File: src/rtl/ex_muldiv_unit.sv
// Iterative RV32M multiply/divide unit for the EX stage; one radix-2 step per falling clock edge.
// Define MULDIV_FAST_MUL_EN to compute all multiplies in one edge with a combinational multiplier.
module ex_muldiv_unit #(
  parameter int XLEN = 32
) (
  input  logic            clk,
  input  logic            rst,
  input  logic            start,
  input  logic [2:0]      op,
  input  logic [XLEN-1:0] a,
  input  logic [XLEN-1:0] b,
  input  logic            flush,
  output logic            stall,
  output logic            busy,
  output logic            done,
  output logic [XLEN-1:0] result
);
  localparam int CW = $clog2(XLEN) + 1;
  localparam logic [XLEN-1:0] SMIN = {1'b1, {(XLEN-1){1'b0}}};

  typedef enum logic [1:0] {IDLE, CALC, DONE} state_e;

  state_e            state_q, state_d;
  logic [CW-1:0]     cnt_q, cnt_d;
  logic [2:0]        op_q, op_d;
  logic [XLEN-1:0]   dvs_q, dvs_d;
  logic [2*XLEN-1:0] acc_q, acc_d;
  logic              qneg_q, qneg_d, rneg_q, rneg_d;
  logic [XLEN-1:0]   result_q, result_d;

  // operand decode on the incoming instruction
  logic            a_sgn, b_sgn, a_neg, b_neg, div_zero, div_ovf;
  logic [XLEN-1:0] a_mag, b_mag, spec_res;

  always_comb begin
    a_sgn    = op[2] ? ~op[0] : (op == 3'b001 || op == 3'b010);
    b_sgn    = op[2] ? ~op[0] : (op == 3'b001);
    a_neg    = a_sgn & a[XLEN-1];
    b_neg    = b_sgn & b[XLEN-1];
    a_mag    = a_neg ? -a : a;
    b_mag    = b_neg ? -b : b;
    div_zero = op[2] && (b == '0);
    div_ovf  = op[2] && !op[0] && (a == SMIN) && (b == '1);
    if (div_zero) spec_res = op[1] ? a : '1;
    else          spec_res = op[1] ? '0 : SMIN;
  end

`ifdef MULDIV_FAST_MUL_EN
  logic [2*XLEN-1:0] fa, fb, fprod;
  logic [XLEN-1:0]   fast_res;
  always_comb begin
    fa       = {{XLEN{a_sgn & a[XLEN-1]}}, a};
    fb       = {{XLEN{b_sgn & b[XLEN-1]}}, b};
    fprod    = fa * fb;
    fast_res = (op[1:0] == 2'b00) ? fprod[XLEN-1:0] : fprod[2*XLEN-1:XLEN];
  end
`endif

  // one iteration: acc holds {partial product, multiplier} or {remainder, quotient}
  logic [XLEN:0]     msum, dtrial;
  logic [2*XLEN-1:0] acc_step, prod;
  logic [XLEN-1:0]   quo, rem, fin;

  always_comb begin
    msum   = {1'b0, acc_q[2*XLEN-1:XLEN]} + (acc_q[0] ? {1'b0, dvs_q} : '0);
    dtrial = acc_q[2*XLEN-1:XLEN-1] - {1'b0, dvs_q};
    if (op_q[2])
      acc_step = dtrial[XLEN] ? {acc_q[2*XLEN-2:0], 1'b0}
                              : {dtrial[XLEN-1:0], acc_q[XLEN-2:0], 1'b1};
    else
      acc_step = {msum, acc_q[XLEN-1:1]};
    prod = qneg_q ? -acc_step : acc_step;
    quo  = qneg_q ? -acc_step[XLEN-1:0] : acc_step[XLEN-1:0];
    rem  = rneg_q ? -acc_step[2*XLEN-1:XLEN] : acc_step[2*XLEN-1:XLEN];
    if (op_q[2])              fin = op_q[1] ? rem : quo;
    else if (op_q[1:0] == '0) fin = prod[XLEN-1:0];
    else                      fin = prod[2*XLEN-1:XLEN];
  end

  always_comb begin
    state_d  = state_q;
    cnt_d    = cnt_q;
    op_d     = op_q;
    dvs_d    = dvs_q;
    acc_d    = acc_q;
    qneg_d   = qneg_q;
    rneg_d   = rneg_q;
    result_d = result_q;
    if (flush) begin
      state_d = IDLE;
      cnt_d   = '0;
    end else begin
      case (state_q)
        IDLE: if (start) begin
          op_d   = op;
          dvs_d  = b_mag;
          acc_d  = {{XLEN{1'b0}}, a_mag};
          qneg_d = a_neg ^ b_neg;
          rneg_d = a_neg;
          cnt_d  = '0;
          if (div_zero || div_ovf) begin
            result_d = spec_res;
            state_d  = DONE;
          end
`ifdef MULDIV_FAST_MUL_EN
          else if (!op[2]) begin
            result_d = fast_res;
            state_d  = DONE;
          end
`endif
          else state_d = CALC;
        end
        CALC: begin
          acc_d = acc_step;
          cnt_d = cnt_q + CW'(1);
          if (cnt_q == CW'(XLEN-1)) begin
            result_d = fin;
            state_d  = DONE;
          end
        end
        default: state_d = IDLE;
      endcase
    end
  end

  always_ff @(negedge clk or negedge rst) begin
    if (!rst) begin
      state_q  <= IDLE;
      cnt_q    <= '0;
      op_q     <= '0;
      dvs_q    <= '0;
      acc_q    <= '0;
      qneg_q   <= 1'b0;
      rneg_q   <= 1'b0;
      result_q <= '0;
    end else begin
      state_q  <= state_d;
      cnt_q    <= cnt_d;
      op_q     <= op_d;
      dvs_q    <= dvs_d;
      acc_q    <= acc_d;
      qneg_q   <= qneg_d;
      rneg_q   <= rneg_d;
      result_q <= result_d;
    end
  end

  assign stall  = (state_q == IDLE && start && !flush) || (state_q == CALC);
  assign busy   = (state_q == CALC);
  assign done   = (state_q == DONE);
  assign result = result_q;
endmodule

File: config.mk
export PLATFORM = sky130hd
export DESIGN_NAME = ex_muldiv_unit
export DESIGN_NICKNAME = d
export VERILOG_FILES = /design/src/rtl/ex_muldiv_unit.sv
export SDC_FILE = /design/constraint.sdc
export NUM_CORES = 1
export LEC_CHECK = 0
export BUFFER_PORTS_ARGS = -buffer_cell sky130_fd_sc_hd__buf_2
export CORE_ASPECT_RATIO = 0.8
export CORE_MARGIN = 2
export CORE_UTILIZATION = 25
export DETAILED_ROUTE_END_ITERATION = 10
export SYNTH_ARGS = -nofsm -noshare
export SYNTH_HDL_FRONTEND = slang
export SYNTH_SLANG_ARGS = --single-unit
File: constraint.sdc
create_clock -name clk -period 8.2 [get_ports clk]
set_input_delay 1.23 -clock clk [delete_from_list [all_inputs] [get_ports clk]]
set_output_delay 1.23 -clock clk [all_outputs]
set_load 0.1 [all_outputs]
# Word-level counts from Yosys, hierarchy flattened
# Cells that the tools add are included.
# Widths: inputs -> output; s select.
[op_classes] n_lt_le_gt_ge=0 div_mod_pow=0 multipliers=0 n_shift=0 mux=30 n_eq_ne=12 bitwise_logic=5 n_addsub=8 n_reduce_logical=21
[op_table] cell="$mux 32" n=14
[op_table] cell="$mux 64" n=4
[op_table] cell="$neg 32->32" n=4
[op_table] cell="$pmux 64 s2" n=1
[op_table] cell="$eq 32x32->1 const B" n=2
[op_table] cell="$neg 64->64" n=1
[op_table] cell="$pmux 32 s2" n=1
[op_table] cell="$add 32x32->33" n=1
[op_table] cell="$sub 33x32->33" n=1
[op_table] cell="$logic_not 32->1" n=1
[op_table] cell="$mux 6" n=2
[op_table] cell="$pmux 6 s2" n=1
[op_table] cell="$mux 2" n=4
[op_table] cell="$add 6x1->6 const B" n=1
[op_table] cell="$eq 6x5->1 const B" n=1
[op_table] cell="$logic_and 1x1->1" n=6
[op_table] cell="$reduce_and 3->1" n=2
[op_table] cell="$reduce_and 5->1" n=1
[op_table] cell="$logic_not 2->1" n=2
[op_table] cell="$ne 2x2->1 const B" n=2
[op_table] cell="$pmux 2 s2" n=1
[op_table] cell="$reduce_and 2->1" n=2
[op_table] cell="$eq 3x1->1 const B" n=1
[op_table] cell="$eq 3x2->1 const B" n=1
[op_table] cell="13 further kinds" n=19
[totals] out_inout_bits=35 latchBits=0 wordCells=84 mem_bits_ro=0 memories=0 input_bits=71 mem_bits_rw=0 ff_bits=141

# Depth between registers and ports, before layout
# Gate-level depths: netlist (run 1).
[depth] depth_word=9 ltp_mapped=25 depth_no_buf=22

==> results.sh, run 1 <==
export IMPL_max_cap_viol_count=0
export IMPL_run_status="finished clean"
export IMPL_worstPathMaxFanout=5
export IMPL_worstHoldEndpoint="result[5]"
export IMPL_r2r_start="acc_q[31]"
export IMPL_dr_pass1_iters=6
export IMPL_yosysUniqueCellTypes=95
export IMPL_utilization_pct=29.80
export IMPL_grt_pass1_vias=15630
export IMPL_path_class="in -> reg"
export IMPL_synth_main_ff_cell="dfrtn_1"
export IMPL_synthToLayoutAreaGrowth_pct=17.39
export IMPL_post_place_ws_ps=-359.4
export IMPL_wl_per_cell_um=21.09
export IMPL_worstPathArrival_ps=4340
export IMPL_dr_total_vias=17160
export IMPL_clkTransAtPathRegs_ps=50
export IMPL_avgSynthCellArea_um2=7.409
export IMPL_crit_buf_inv=3
export IMPL_grt_busiest_layer="met2"
export IMPL_syn_nets=2247
export IMPL_clock_path_buffers=2
export IMPL_final_hold_viol_count=0
export IMPL_layout_nets=2364
export IMPL_timing_final_max_slew_violations=0
export IMPL_final_cell_mix="247 x nand2_1, 228 x o21ai_0, 184 x nor2_1, 165 x a21oi_1, 141 x dfrtn_1"
export IMPL_hpwlAfterDp_um=50450
export IMPL_hold_path_class="reg -> reg"
export IMPL_setup_ws_ps=205.5
export IMPL_crit_family="simple AND/OR/NAND/NOR gates"
export IMPL_vias_per_cell=5.600
export IMPL_seq_area_frac_synth_pct=22.63
export IMPL_final_common_cell="nand2_1"
export IMPL_rr_worst_depth=20
export IMPL_cp_required_ps=4550
export IMPL_grt_ovfl_total=0
export IMPL_rows=81
export IMPL_cts_max_level=4
export IMPL_synth_area_mm2=0.01559
export IMPL_tightest_slew_ps=1112
export IMPL_crit_path_max_incr_delay_ps=550
export IMPL_place_congestion=0.9639
export IMPL_synth_fa_ha_area_share_pct=5.875
export IMPL_start_util_pct=25.38
export IMPL_cts_tree="built"
export IMPL_dieArea_mm2=0.06438
export IMPL_hold_start="result[5]"
export IMPL_fp_coreArea_mm2=0.06142
export IMPL_numPortBuffers=105
export IMPL_antenna_found_initial=4
export IMPL_worstSkewPairLatency_ps=440
export IMPL_synth_edf_count=0
export IMPL_end_kind="register"
export IMPL_skew_ps=18.53
export IMPL_synth_seq_cells=141
export IMPL_pin_count=106
export IMPL_yosysWarnings=0
export IMPL_groute_layer_met3_usage_pct=4.228
export IMPL_synth_compound_area_share_pct=29.77
export IMPL_cts_hold_buf=0
export IMPL_final_layout_size_suffix_gt1_share_pct=14.86
export IMPL_grt_pass1_wl_um=98220
export IMPL_synthMuxAreaShare_pct=4.230
export IMPL_die_y_um=227.3
export IMPL_setup_viol=0
export IMPL_cts_root_buf="clkbuf_16"
export IMPL_cts_made_buffers=17
export IMPL_placed_cell_area_mm2=0.01763
export IMPL_grt_max_degree=97
export IMPL_grtUsageMet1_pct=28.52
export IMPL_max_slew_margin_rel_pct=25.28
export IMPL_synth_xor_xnor_area_share_pct=9.270
export IMPL_r2r_end="result[26]"
export IMPL_startpoint_type="primary input"
export IMPL_synthDominantAreaCellType="dfrtn_1"
export IMPL_reg2reg_slack_ps=1470
export IMPL_synthesis_instances=2104
export IMPL_synth_simple_gate_area_share_pct=23.43
export IMPL_die_w_um=283.2
export IMPL_whs_path_depth=2
export IMPL_rsz0062_at_grt="false"
export IMPL_synth_top_area_share_pct=22.63
export IMPL_slowest_stage="or4b_4"
export IMPL_async_reset_ff_share_pct=100.0
export IMPL_worstSetupPathDepth=15
export IMPL_routed_wl_um=64660
export IMPL_synth_top_family_by_area="compound AO/OA/AOI/OAI gates"
export IMPL_drc=0
export IMPL_final_cell_area_mm2=0.01830
export IMPL_clock_sinks=141
export IMPL_drtIter0Drc=1986
export IMPL_grtUsageMet2_pct=28.80
export IMPL_gr_usage_all_layers_pct=19.60
export IMPL_postRouteAntennaNets=0
export IMPL_synth_area_top_cells="dfrtn_1 23%, o21ai_0 7.3%, nand2_1 5.9%"
export IMPL_crit_chain="buf_2 > or3_4 > or4_4 > nor4_4 > or4b_4 > nor2_4 > nor2_1 > or2_4 > buf_4 > nor2_4 > buf_4 > o21ai_0 > a31oi_1 > o311ai_0 > o21ai_1"
[stage by stage]
step | hold slack [ps] | TNS (ps) | cells
finish | 430.8 | 0 | 3065
global route | 463.2 | 0 | 3064
CTS | 435.9 | 0 | 3064
detailed placement | 435.9 | -7104 | 3032
global placement | 438.2 | -7228 | 3032
floorplan | 409.4 | 0 | 2104
[cells in the mapped netlist (all sizes together), types with 7 or more instances]
cell and n:
clkbuf 89, xor2 72, o21ai 238, and2 40, a21o 27, o21a 14, a21boi 7, nor2b 10
o31ai 34, or3 25, mux2 20, nand2 247, a211oi 21, a21oi 168, a31oi 33, nand3 35
inv 60, nand4 31, mux2i 43, nor2 186, and3 15, or4 8, o221ai 8, o211ai 27
ha 70, nand3b 9, nor3 63, or2 19, a22o 22, o41ai 13, nand2b 16, a22oi 9
o22ai 12, buf 34, dfrtn 141, a41oi 7, a311oi 10, nor4 22, xnor2 93, nor3b 7
o21bai 9, a221oi 14
[per-layer routing]
metal,share of wire [%],vias up
li1,-,7981
met1,46,8163
met2,42,922
met3,10,96
met4,2.3,2
met5,0.020,-
[worst max path at each step]
stage | from | to | slack [ps]
floorplan | b[13] | result[12] | 6
global placement | b[9] | result[24] | -370
detailed placement | b[9] | result[24] | -360
CTS | a[9] | result[24] | 50
global route | a[9] | result[24] | 30
finish | b[13] | result[24] | 210
[state kept, by name (all words and copies together) (netlist names)]
register	count
acc_q	64
dvs_q	32
result	32
cnt_q	6
op_q	3
state_q	2
qneg_q	1
rneg_q	1
[final cells by class]
cell class,instances,area [um^2]
antenna,1,2.502
clock buffer,19,452.9
clock inverter,13,177.7
fill,6740,43120
inverter,63,241.5
multi-input combinational,1777,11400
sequential,141,3528
tap,830,1039
timing repair buffer,221,1455
[worst reg2reg max path, cell delays in order (launching register included)]
cell       delay [ps]
dfrtn_1           430
inv_1             120
ha_1              190
inv_1              60
fa_1              430
a211oi_1          310
o211ai_1          240
a22o_1            310
o211ai_1          490
o211a_1           370
buf_4             470
o211a_1           230
nor2_1            120
inv_1             110
ha_1              260
a21boi_1          640
nand4_1           490
nor3_1            690
a2111oi_0         280
a41oi_1           240
a31oi_1           100
[cell families after synthesis]
kind of cell | Yosys count
AO/OA/AOI/OAI | 726
XOR/XNOR | 165
adder cells (fa/ha/maj) | 72
buffers and inverters | 186
flip-flops | 141
multiplexers | 63
AND/OR/NAND/NOR | 751
[repair_timing]
action | in CTS | in global routing
resized for setup | 0 | 8
setup endpoints to repair | 0 | 21
buffers inserted | 0 | 0
Power of run 1 is left out: the tool's default activity adds up to more than one toggle a clock period on the data nets, which glitch-free logic cannot reach.
==> run 2: changes to the inputs <==
Settings changed: CORE_MARGIN 2 to 3.
==> run 2 against run 1 <==
Against the previous run: first-iteration DRC count decreased by 0.45%; worst hold slack better by 14 ps; highest routed layer unchanged; critical path type unchanged; via count is 1.2% lower; count of clock-buffer cells in the layout grew 3; critical endpoint is now result[27]; sequential share of layout area up 0.20 points.
==> results.sh, run 2 (synthesis gave the netlist of run 1 again) <==
export IMPL_vias_per_cell=5.554
export IMPL_wl_met2_um=26910
export IMPL_max_slew_margin_rel_pct=12.33
export IMPL_rr_worst_depth=20
export IMPL_grt_max_degree=97
export IMPL_grt_pass1_wl_um=96990
export IMPL_cts_made_buffers=17
export IMPL_rows=81
export IMPL_postRouteAntennaNets=0
export IMPL_place_congestion=0.9527
export IMPL_slowest_stage="or4_1"
export IMPL_run_status="finished clean"
export IMPL_place_inst=3020
export IMPL_grt_pass1_vias=15620
export IMPL_rsz0062_at_grt="false"
export IMPL_path_class="in -> reg"
export IMPL_final_cell_mix="247 x nand2_1, 228 x o21ai_0, 184 x nor2_1, 165 x a21oi_1, 141 x dfrtn_1"
export IMPL_drtIter0Drc=1977
export IMPL_final_common_cell="nand2_1"
export IMPL_timing_final_max_slew_violations=0
export IMPL_die_y_um=229.3
export IMPL_clock_sinks=141
export IMPL_clkTransAtPathRegs_ps=50
export IMPL_largest_reg_flops=64
export IMPL_worstSkewPairLatency_ps=430
export IMPL_dr_total_vias=16960
export IMPL_drc=0
export IMPL_layout_nets=2352
export IMPL_cts_max_level=4
export IMPL_numPortBuffers=105
export IMPL_worstPathMaxFanout=10
export IMPL_cts_tree="built"
export IMPL_crit_top_cell="nor2_1"
export IMPL_antenna_found_initial=2
export IMPL_dr_wl_met3_um=6212
export IMPL_whs_path_depth=2
export IMPL_crit_chain="buf_2 > or4_1 > nand4b_1 > nor4_1 > and2_2 > a41o_1 > nor2_1 > or2_1 > buf_12 > inv_6 > nand2_1 > nor2_1 > o21ai_0 > a311o_1 > o211ai_1"
export IMPL_final_hold_viol_count=0
export IMPL_postCtsSetupRepairBufs=0
export IMPL_regMostFlops="acc_q"
export IMPL_layoutNonFillerInstCount=3053
export IMPL_die_w_um=285.2
export IMPL_worstPathArrival_ps=4400
export IMPL_grt_ovfl_total=0
export IMPL_cts_root_buf="clkbuf_16"
export IMPL_final_layout_size_suffix_gt1_share_pct=14.23
export IMPL_cp_required_ps=4550
export IMPL_tightest_slew_ps=1298
export IMPL_hold_path_class="reg -> reg"
export IMPL_startpoint_type="primary input"
export IMPL_fp_coreArea_mm2=0.06142
export IMPL_gr_usage_all_layers_pct=19.02
export IMPL_top_layer="met5"
export IMPL_wl_per_cell_um=20.95
export IMPL_wl_met1_um=28980
export IMPL_setup_viol=0
export IMPL_dieArea_mm2=0.06541
export IMPL_utilization_pct=29.49
export IMPL_fill_cells=6817
export IMPL_synthToLayoutAreaGrowth_pct=16.18
export IMPL_skew_ps=14.79
export IMPL_crit_path_max_incr_delay_ps=550
export IMPL_routed_wl_um=63970
export IMPL_hpwlAfterDp_um=50380
export IMPL_max_cap_viol_count=0
export IMPL_end_kind="register"
export IMPL_start_util_pct=25.38
export IMPL_clock_path_buffers=2
export IMPL_pin_count=106
export IMPL_dr_pass1_iters=6
==> run 2: layer usage <==
layer / track usage, % / up-vias
li1: - / 7949
met1: 27.05 / 8097
met2: 27.70 / 792
met3: 5.065 / 115
met4: 6.202 / 2
met5: 0 / -
==> run 2: repair_timing <==
item,4_1_cts,5_1_grt
resized for setup,0,3
endpoints found under the setup margin,0,12
hold buffers,0,0
==> run 2: cell type report <==
class	instances	area (um^2)	area share (%)
clock buffer	22	494.2	2.729
inverter	63	241.5	1.333
antenna	2	5.005	0.02763
clock inverter	9	62.56	0.3454
tap	830	1039	5.734
timing repair buffer	209	1363	7.523
sequential	141	3528	19.48
multi-input combinational	1777	11380	62.83
==> run 2: metrics by stage <==
stage               setup WS (ps)  TNS (ps)  hold slack, ps  cell area, um^2
detailed placement         -379.8     -8218           446.4            17540
CTS                         55.41         0           446.3            18100
global route                7.817         0           472.0            18110
global placement           -307.4     -6017           446.1            17540
finish                      147.6         0           444.5            18110
floorplan                   5.887         0           409.4            15650
==> run 2: worst max-delay path: cells and delay by family <==
| family | cells | cell delay [ps] |
|---|---|---|
| compound gates | 4 | 720 |
| simple gates | 8 | 2090 |
| buf+inv | 3 | 340 |
==> run 2: worst paths after layout <==
check | from | end | slack, ps
min in group asynchronous | rst | acc_q[20] | 4810
worst max register to register | acc_q[31] | result[18] | 1560
worst min-delay path | dvs_q[5] | dvs_q[5] | 440
worst min register to register | dvs_q[5] | dvs_q[5] | 440
max in group asynchronous | rst | dvs_q[24] | 2500
worst max-delay path | a[9] | result[27] | 150
Power of run 2 is left out for the same reason.
